$ cat config.mk
export PLATFORM = sky130hd
export DESIGN_NAME = booth_mult_flat
export DESIGN_NICKNAME = d
export VERILOG_FILES = /design/src/rtl/booth_mult_if.sv /design/src/rtl/booth_mult.sv /design/src/flat_wrapper.sv
export SDC_FILE = /design/constraint.sdc
export NUM_CORES = 1
export LEC_CHECK = 0
export CAP_MARGIN = 20
export CORE_MARGIN = 5
export CORE_UTILIZATION = 55
export CTS_CLUSTER_SIZE = 28
export DETAILED_ROUTE_END_ITERATION = 16
export GPL_TIMING_DRIVEN = 0
export HOLD_SLACK_MARGIN = 0.03
export PLACE_DENSITY = 0.8
export SLEW_MARGIN = 20
export SYNTH_ARGS = -nofsm -noshare
export SYNTH_HDL_FRONTEND = slang
export SYNTH_SLANG_ARGS = --single-unit
$ cat constraint.sdc
create_clock -name clk -period 6.8 [get_ports clk]
set_clock_uncertainty 0.1 [all_clocks]
set_input_delay 0.68 -clock clk [delete_from_list [all_inputs] [get_ports clk]]
set_output_delay 0.68 -clock clk [all_outputs]
set_load 0.02 [all_outputs]
$ cat src/rtl/booth_mult_if.sv
// Start/busy coprocessor bundle for booth_mult; the done pulse exists only when MULT_DONE_EN is defined.
// master drives operands and start, slave returns the registered product and status.
interface booth_mult_if #(
  parameter int MBITS = 12,
  parameter int NBITS = 8
);
  logic                   start;
  logic [MBITS-1:0]       mpd;
  logic [NBITS-1:0]       mpr;
  logic [MBITS+NBITS-1:0] prod;
  logic                   busy;
`ifdef MULT_DONE_EN
  logic                   done;

  modport master (output start, mpd, mpr, input prod, busy, done);
  modport slave  (input start, mpd, mpr, output prod, busy, done);
`else
  modport master (output start, mpd, mpr, input prod, busy);
  modport slave  (input start, mpd, mpr, output prod, busy);
`endif
endinterface

$ cat src/rtl/booth_mult.sv
// Sequential radix-2 Booth signed multiplier, one step per clock; MULT_DONE_EN adds a one-cycle done pulse.
// Latency NBITS cycles from the start edge; start is ignored while busy, no queueing of requests.
module booth_mult #(
  parameter int MBITS = 12,
  parameter int NBITS = 8
) (
  input  logic         clk,
  input  logic         rst_n,
  booth_mult_if.slave  bus
);
  localparam int CW = $clog2(NBITS + 1);

  typedef enum logic {IDLE, RUN} state_t;

  state_t                 state_q;
  logic [MBITS-1:0]       m_q;
  logic [MBITS:0]         a_q;
  logic [NBITS-1:0]       q_q;
  logic                   q1_q;
  logic [CW-1:0]          cnt_q;
  logic [MBITS+NBITS-1:0] prod_q;
  logic                   busy_q;
`ifdef MULT_DONE_EN
  logic                   done_q;
`endif

  logic [MBITS:0]         m_ext;
  logic [MBITS:0]         a_sum;
  logic [MBITS:0]         a_d;
  logic [NBITS-1:0]       q_d;
  logic                   q1_d;
  logic                   last_step;

  // Extra accumulator bit keeps A - (-2^(MBITS-1)) from wrapping.
  always_comb begin
    m_ext = {m_q[MBITS-1], m_q};
    case ({q_q[0], q1_q})
      2'b01:   a_sum = a_q + m_ext;
      2'b10:   a_sum = a_q - m_ext;
      default: a_sum = a_q;
    endcase
  end

  assign a_d       = {a_sum[MBITS], a_sum[MBITS:1]};
  assign q_d       = {a_sum[0], q_q[NBITS-1:1]};
  assign q1_d      = q_q[0];
  assign last_step = (cnt_q == CW'(NBITS - 1));

  always_ff @(posedge clk or negedge rst_n) begin
    if (!rst_n) begin
      state_q <= IDLE;
      m_q     <= '0;
      a_q     <= '0;
      q_q     <= '0;
      q1_q    <= 1'b0;
      cnt_q   <= '0;
      prod_q  <= '0;
      busy_q  <= 1'b0;
`ifdef MULT_DONE_EN
      done_q  <= 1'b0;
`endif
    end else begin
`ifdef MULT_DONE_EN
      done_q <= 1'b0;
`endif
      case (state_q)
        IDLE: begin
          if (bus.start) begin
            m_q     <= bus.mpd;
            a_q     <= '0;
            q_q     <= bus.mpr;
            q1_q    <= 1'b0;
            cnt_q   <= '0;
            busy_q  <= 1'b1;
            state_q <= RUN;
          end
        end
        RUN: begin
          a_q   <= a_d;
          q_q   <= q_d;
          q1_q  <= q1_d;
          cnt_q <= cnt_q + CW'(1);
          if (last_step) begin
            prod_q  <= {a_d[MBITS-1:0], q_d};
            busy_q  <= 1'b0;
            state_q <= IDLE;
`ifdef MULT_DONE_EN
            done_q  <= 1'b1;
`endif
          end
        end
        default: state_q <= IDLE;
      endcase
    end
  end

  assign bus.prod = prod_q;
  assign bus.busy = busy_q;
`ifdef MULT_DONE_EN
  assign bus.done = done_q;
`endif

endmodule

$ cat src/flat_wrapper.sv
// flat-port wrapper written by rule: the top's interface ports become plain ports
module booth_mult_flat 
#(
  parameter int MBITS = 12,
  parameter int NBITS = 8
)
  (clk, rst_n, bus_start, bus_mpd, bus_mpr, bus_prod, bus_busy);
  booth_mult_if #(.MBITS(MBITS), .NBITS(NBITS)) bus_i ();
  input  logic clk;
  input  logic rst_n;
  input wire logic [$bits(bus_i.start)-1:0] bus_start;
  input wire logic [$bits(bus_i.mpd)-1:0] bus_mpd;
  input wire logic [$bits(bus_i.mpr)-1:0] bus_mpr;
  output wire logic [$bits(bus_i.prod)-1:0] bus_prod;
  output wire logic [$bits(bus_i.busy)-1:0] bus_busy;
  assign bus_i.start = bus_start;
  assign bus_i.mpd = bus_mpd;
  assign bus_i.mpr = bus_mpr;
  assign bus_prod = bus_i.prod;
  assign bus_busy = bus_i.busy;
  booth_mult #(.MBITS(MBITS), .NBITS(NBITS)) u_core (.clk(clk), .rst_n(rst_n), .bus(bus_i));
endmodule
==> results by group, run 1 <==
Critical path
  – CP peak stage delay: 0.36 ns
  – CP startpoint kind: flop
  – R2R Path Start: u_core.q1_q$_DFFE_PN0P_
  – Setup crit end kind: flop
  – Crit-path max FO: 10
  – Critical Path RT: 6.96 ns
  – Worst r2r dst: u_core.a_q[11]$_DFFE_PN0P_
  – Cell with the largest stage delay on the worst path: dfrtp_1
  – Crit path cell chain: inv_1, ha_1, clkbuf_1, nor2_1, xnor2_1, ha_1, nor2b_4, o31a_1, o211ai_2, nand2_1, mux2i_1, mux2i_1
  – Reg2Reg Depth: 12
  – Setup slack, reg-to-reg: 3.68 ns
  – Arrival @ worst endpoint: 3.29 ns
  – Setup CP Type: flop to flop

Clocking
  – Hold_buf cts: 0
  – Post-cts sizing count: 0
  – TritonCTS Buffers: 9
  – Clock root buffer master: clkbuf_8
  – H-Tree Depth: 3
  – CTS tree: done
  – Clock transition at the registers of the reported paths: 0.07 ns
  – CTS Sinks: 59
  – Post-CTS Setup Inserts: 0
  – Maximum clock path buffer count: 2
  – Clk_lat worst skew: 0.34 ns

Synth
  – Top_reg_cell synth: dfrtp_1
  – Unique masters post-synth: 43
  – Synth Register Bits: 59
  – Mean Syn Cell Area: 9.50 um2
  – Async S/R FF share, synth: 100%
  – Ys Warns: 0
  – Largest cells by area after synthesis: dfrtp_1, nand2_1, ha_1
  – Syn Nets: 390
  – Synth Cell Area: 3330 um2
  – EDFF count, synth: 0
  – Seq/Total Area, Yosys: 44.3%
  – Gate Count Post-Synth: 351
  – Top cell type's share of synthesized area: 44.3%
  – Synth area leader: dfrtp_1

Floorplan
  – Row count: 28
  – Die area: 7720 um2
  – Die X-Extent: 87.9 um
  – Chip height: 87.9 um
  – Core area: 5920 um2
  – Initial Utilization: 56.3%
  – Ports: 44

Hold path
  – Hold WC Path Type: primary input to asynchronous set/reset pin

Global route
  – Vias in the first global route: 2632
  – Gr ovfl total: 0
  – GR Layer Usage met2: 34.7%
  – Initial antenna violation count: 0
  – GRT Util Overall: 21.1%
  – Pin count of the biggest net entering global routing: 37
  – GR Util met1: 27.7%
  – First-pass GRT wire length: 12600 um
  – Met3 usage: 3.29%
  – Busiest grt layer: met2

Timing
  – Hold Fails Final Rpt: 0
  – Fin crit period: 3.12 ns
  – Worst slew pin tran: 0.886 ns
  – Slew HR: 40.8%
  – Fin Setup TNS: 0 ns
  – RSZ-0062 raised after global routing: no
  – Setup violations, final: 0
  – Max Clk Rate: 320 MHz
  – Slew Limit Fails: 0
  – Period utilization: 45.9%

Detailed routing
  – DR pass1 iterations: 4
  – Routed length per instance: 15.3 um
  – Avg Vias per Cell: 5.53
  – # DRC: 0
  – Final wirelength: 7410 um
  – Initial drt markers: 216
  – Total number of vias: 2687
  – ANT nets after route: 0

Cells and area
  – Area of the multi-input gates: 1760 um2
  – Most common cell after layout, fill and taps aside: dfrtp_1
  – # diodes: 0
  – Register area: 1480 um2
  – Most frequent cells in the layout: dfrtp_1, nand2_1, clkdlybuf4s50_1
  – Layout Nets: 445
  – Fillers: 484
  – Share of post-route cells with drive strength above 1: 8.52%
  – Area Overhead vs Synth: 22.1%

Placed design
  – Detailed Place HPWL: 5560 um
  – Port buffer count: 43
  – Routability cong.: 0.889

Job
  – Max Cap Viol: 0

Outcome
  – Run status: finished, final reports clean
cell usage after synthesis, types with 2 or more instances:
library cell,instances
a211o_1,2
a211oi_1,2
a21oi_1,18
a22o_1,2
a31oi_1,5
a41o_1,2
and3_1,2
buf_1,3
clkbuf_1,12
dfrtp_1,59
ha_1,15
inv_1,10
mux2_2,11
mux2i_1,18
nand2_1,55
nand2b_1,11
nand3_1,4
nand4_1,2
nor2_1,20
nor2b_1,6
nor3_1,9
nor3b_1,4
o211ai_1,2
o21a_1,9
o21ai_0,18
o21ai_1,14
o31a_1,4
o31ai_2,2
or3_1,2
xnor2_1,13
xor2_1,3
worst max-delay path, delay by kind of cell (launching register included):
kind	cells	cell delay [ns]
mux	2	0.41
compound gates	2	0.59
fa+ha+maj	2	0.62
flops	1	0.36
buf+inv	2	0.44
simple gates	3	0.39
xor+xnor	1	0.14
cell type report:
cell class	instances	area share [%]
buffer	16	1.51
clock buffer	11	3.47
clock inverter	5	1.29
inverter	10	0.923
multi-input combinational	266	43.2
sequential	59	36.3
tap	75	2.31
timing repair buffer	44	11.0
layer usage:
layer	part of all wire, %	wire length [um]
met5	0	0
met1	45	3310
met2	48	3580
met3	5.6	418
met4	1.4	105
worst max-delay path by stage:
stage / slack, ns / depth (start not counted) / to / startpoint
detailed placement: 3.69 / 12 / u_core.a_q[11]$_DFFE_PN0P_ / u_core.q1_q$_DFFE_PN0P_
CTS: 3.66 / 12 / u_core.a_q[11]$_DFFE_PN0P_ / u_core.q1_q$_DFFE_PN0P_
global route: 3.41 / 12 / u_core.a_q[11]$_DFFE_PN0P_ / u_core.m_q[3]$_DFFE_PN0P_
floorplan: 4.07 / 12 / u_core.a_q[5]$_DFFE_PN0P_ / u_core.q1_q$_DFFE_PN0P_
global placement: 3.12 / 1 / u_core.bus.prod[19]$_DFFE_PN0P_ / rst_n
finish: 3.68 / 12 / u_core.a_q[11]$_DFFE_PN0P_ / u_core.q1_q$_DFFE_PN0P_
metrics by stage:
step | cell area [um2] | hold WS [ns] | cells | util, % | setup slack, ns
floorplan | 3330 | 0.284 | 351 | - | 4.07
global placement | 3860 | 0.357 | 469 | 65.2 | 3.12
detailed placement | 3870 | 0.361 | 470 | 65.4 | 3.69
CTS | 4070 | 0.126 | 486 | 68.7 | 3.66
global route | 4070 | 0.154 | 486 | 68.7 | 3.41
finish | 4070 | 0.128 | 486 | 68.7 | 3.68
kinds of logic (layout without fill, tap and decap cells):
| kind of cell | after synthesis | count (layout) | synth area share, % |
|---|---|---|---|
| mux | 29 | 29 | 9.12 |
| flops | 59 | 59 | 44.3 |
| simple gates | 119 | 119 | 16.7 |
| buf+inv | 26 | 86 | 2.97 |
| xor+xnor | 16 | 16 | 4.20 |
| fa+ha+maj | 16 | 16 | 6.23 |
| compound gates | 86 | 86 | 16.5 |
state kept, by name (all words and copies together) (netlist names):
| name | cells |
|---|---|
| u_core.q1_q | 1 |
| u_core.bus.busy | 1 |
| u_core.cnt_q | 4 |
| u_core.q_q | 8 |
| u_core.state_q | 1 |
| u_core.m_q | 12 |
| u_core.bus.prod | 20 |
| u_core.a_q | 12 |
Power of run 1 is not shown: default switching activity piles up to over one toggle a cycle in this logic, so the estimate is an artifact.
==> run 2: changes to the inputs <==
--- a/config.mk
+++ b/config.mk
@@ -7,12 +7,12 @@
 export LEC_CHECK = 0
 export CAP_MARGIN = 20
 export CORE_MARGIN = 5
-export CORE_UTILIZATION = 55
+export CORE_UTILIZATION = 50
 export CTS_CLUSTER_SIZE = 28
 export DETAILED_ROUTE_END_ITERATION = 16
 export GPL_TIMING_DRIVEN = 0
 export HOLD_SLACK_MARGIN = 0.03
-export PLACE_DENSITY = 0.8
+export PLACE_DENSITY = 0.76
 export SLEW_MARGIN = 20
 export SYNTH_ARGS = -nofsm -noshare
 export SYNTH_HDL_FRONTEND = slang
==> constraint.sdc (replaced) <==
create_clock -name clk -period 2.87 [get_ports clk]
set_clock_uncertainty 0.1 [all_clocks]
set_input_delay 0.287 -clock clk [delete_from_list [all_inputs] [get_ports clk]]
set_output_delay 0.287 -clock clk [all_outputs]
set_load 0.02 [all_outputs]
==> run 2 against run 1 <==
Routed wire length grew 10%; register-to-register slack lost 3.6 ns; maximum frequency grew 12%; non-clock buffer count grew 18; critical path depth grew 1; die area grew 8.8%; first-iteration DRC count shrank 35%; via count grew 4.3%; highest routed layer unchanged.
==> results by group, run 2 (synthesis results as in run 1) <==
Outcome
  – Run status: finished, final reports clean

Timing
  – Max Clk Rate: 357 MHz
  – Slew HR: 49.0%
  – Setup violations, final: 0
  – Slew Limit Fails: 0
  – Fin crit period: 2.80 ns
  – Period utilization: 97.5%
  – RSZ-0062 raised after global routing: yes
  – Hold Fails Final Rpt: 0
  – Hold_ws: 0.292 ns
  – Worst slew pin tran: 0.763 ns

Global route
  – Met3 usage: 4.99%
  – GRT Util Overall: 19.7%
  – Vias in the first global route: 2784
  – GR Layer Usage met2: 32.5%
  – Gr ovfl total: 0
  – First-pass GRT wire length: 13400 um
  – Initial antenna violation count: 0
  – Pin count of the biggest net entering global routing: 35
  – Busiest grt layer: met2
  – GR Util met1: 25.1%

Floorplan
  – Core area: 6420 um2
  – Initial Utilization: 51.9%
  – Ports: 44
  – Chip height: 91.6 um
  – Row count: 29
  – Die area: 8400 um2
  – Die X-Extent: 91.6 um

Detailed routing
  – ANT nets after route: 0
  – Initial drt markers: 140
  – Total number of vias: 2802
  – Final wirelength: 8180 um
  – Routed length per instance: 16.2 um
  – Avg Vias per Cell: 5.54
  – DR pass1 iterations: 4
  – # DRC: 0

Critical path
  – Setup CP Type: flop to flop
  – CP startpoint kind: flop
  – Critical Path RT: 2.99 ns
  – CP peak stage delay: 0.38 ns
  – Buf+Inv Stages, Crit Path: 1
  – Setup crit end kind: flop
  – Crit path cell chain: inv_2, ha_4, nor2b_2, and2_4, a21oi_1, xnor2_1, ha_2, a21oi_4, o21ai_2, a41o_1, o31ai_4, xor2_1, o21ai_1
  – Setup slack, reg-to-reg: 0.07 ns
  – Cell with the largest stage delay on the worst path: dfrtp_1
  – CP delay by family, top: compound AO/OA/AOI/OAI gates
  – Crit-path max FO: 5
  – Arrival @ worst endpoint: 2.92 ns

Cells and area
  – Most frequent cells in the layout: dfrtp_1, nand2_1, clkdlybuf4s50_1
  – Post-Layout Cell Count: 506
  – Area Overhead vs Synth: 34.5%
  – Share of post-route cells with drive strength above 1: 20.0%
  – Fin area: 4480 um2
  – Layout Nets: 463
  – Most common cell after layout, fill and taps aside: dfrtp_1
  – # diodes: 0
  – Largest register FFs: 20

Placed design
  – Detailed Place HPWL: 5540 um
  – Port buffer count: 43
  – Cell Area, Placed: 3880 um2
  – Routability cong.: 0.837
  – Placed Cells: 472

Job
  – Max Cap Viol: 0

Clocking
  – TritonCTS Buffers: 9
  – CTS Sinks: 59
  – Clock root buffer master: clkbuf_8
  – H-Tree Depth: 3
  – Clock transition at the registers of the reported paths: 0.07 ns
  – Maximum clock path buffer count: 2
  – CTS tree: done
  – Clk_lat worst skew: 0.34 ns

Hold path
  – Hold WC Path Type: primary input to asynchronous set/reset pin
-- run 2: area by class of cell --
cell class,count,area [um2]
Buffer,16,72.6
Clock buffer,12,145
Clock inverter,4,97.6
Fill cell,473,1940
Inverter,10,37.5
Multi-Input combinational cell,266,1970
Sequential cell,59,1480
Tap cell,77,96.3
Timing Repair Buffer,62,586
-- run 2: worst reg2reg max path: stages, from the launching register on --
cell and delay, ns:
dfrtp_1 0.38, inv_2 0.07, ha_4 0.17, nor2b_2 0.16, and2_4 0.18, a21oi_1 0.18, xnor2_1 0.15, ha_2 0.34
a21oi_4 0.20, o21ai_2 0.11, a41o_1 0.25, o31ai_4 0.08, xor2_1 0.23, o21ai_1 0.08
-- run 2: worst paths after layout --
path | start | to | cells after the start
min | rst_n | u_core.q_q[6]$_DFFE_PN0P_ | 2
min in group clk | u_core.bus.prod[3]$_DFFE_PN0P_ | u_core.bus.prod[3]$_DFFE_PN0P_ | 2
max in group asynchronous | rst_n | u_core.q_q[0]$_DFFE_PN0P_ | 3
min reg2reg | u_core.bus.prod[3]$_DFFE_PN0P_ | u_core.bus.prod[3]$_DFFE_PN0P_ | 2
max reg2reg | u_core.m_q[1]$_DFFE_PN0P_ | u_core.a_q[10]$_DFFE_PN0P_ | 13
max | u_core.m_q[1]$_DFFE_PN0P_ | u_core.a_q[10]$_DFFE_PN0P_ | 13
-- run 2: repair_timing --
action                                 4_1_cts  5_1_grt
resized for setup                           11       40
pin swaps                                    1       27
endpoints found under the hold margin       25        0
setup buffers                                1       16
hold buffers                                 1        0
setup endpoints to repair                   16       13
-- run 2: metrics by stage --
step                      setup slack [ns]  util, %  setup TNS [ns]
final                               0.0715     69.8               0
after global routing               -0.0704     69.8          -0.262
after CTS                           0.0113     65.3               0
after detailed placement            -0.273     60.4           -2.52
after global placement              -0.459     60.1          -28.19
after floorplan                      0.141        -               0
-- run 2: metal layers --
layer | up-vias | wire [um] | share of wire [%]
li1 | 1376 | - | -
met1 | 1332 | 3570 | 44
met2 | 79 | 3980 | 49
met3 | 15 | 471 | 5.8
met4 | 0 | 150 | 1.8
met5 | - | 0 | 0
Power of run 2 is left out for the same reason.
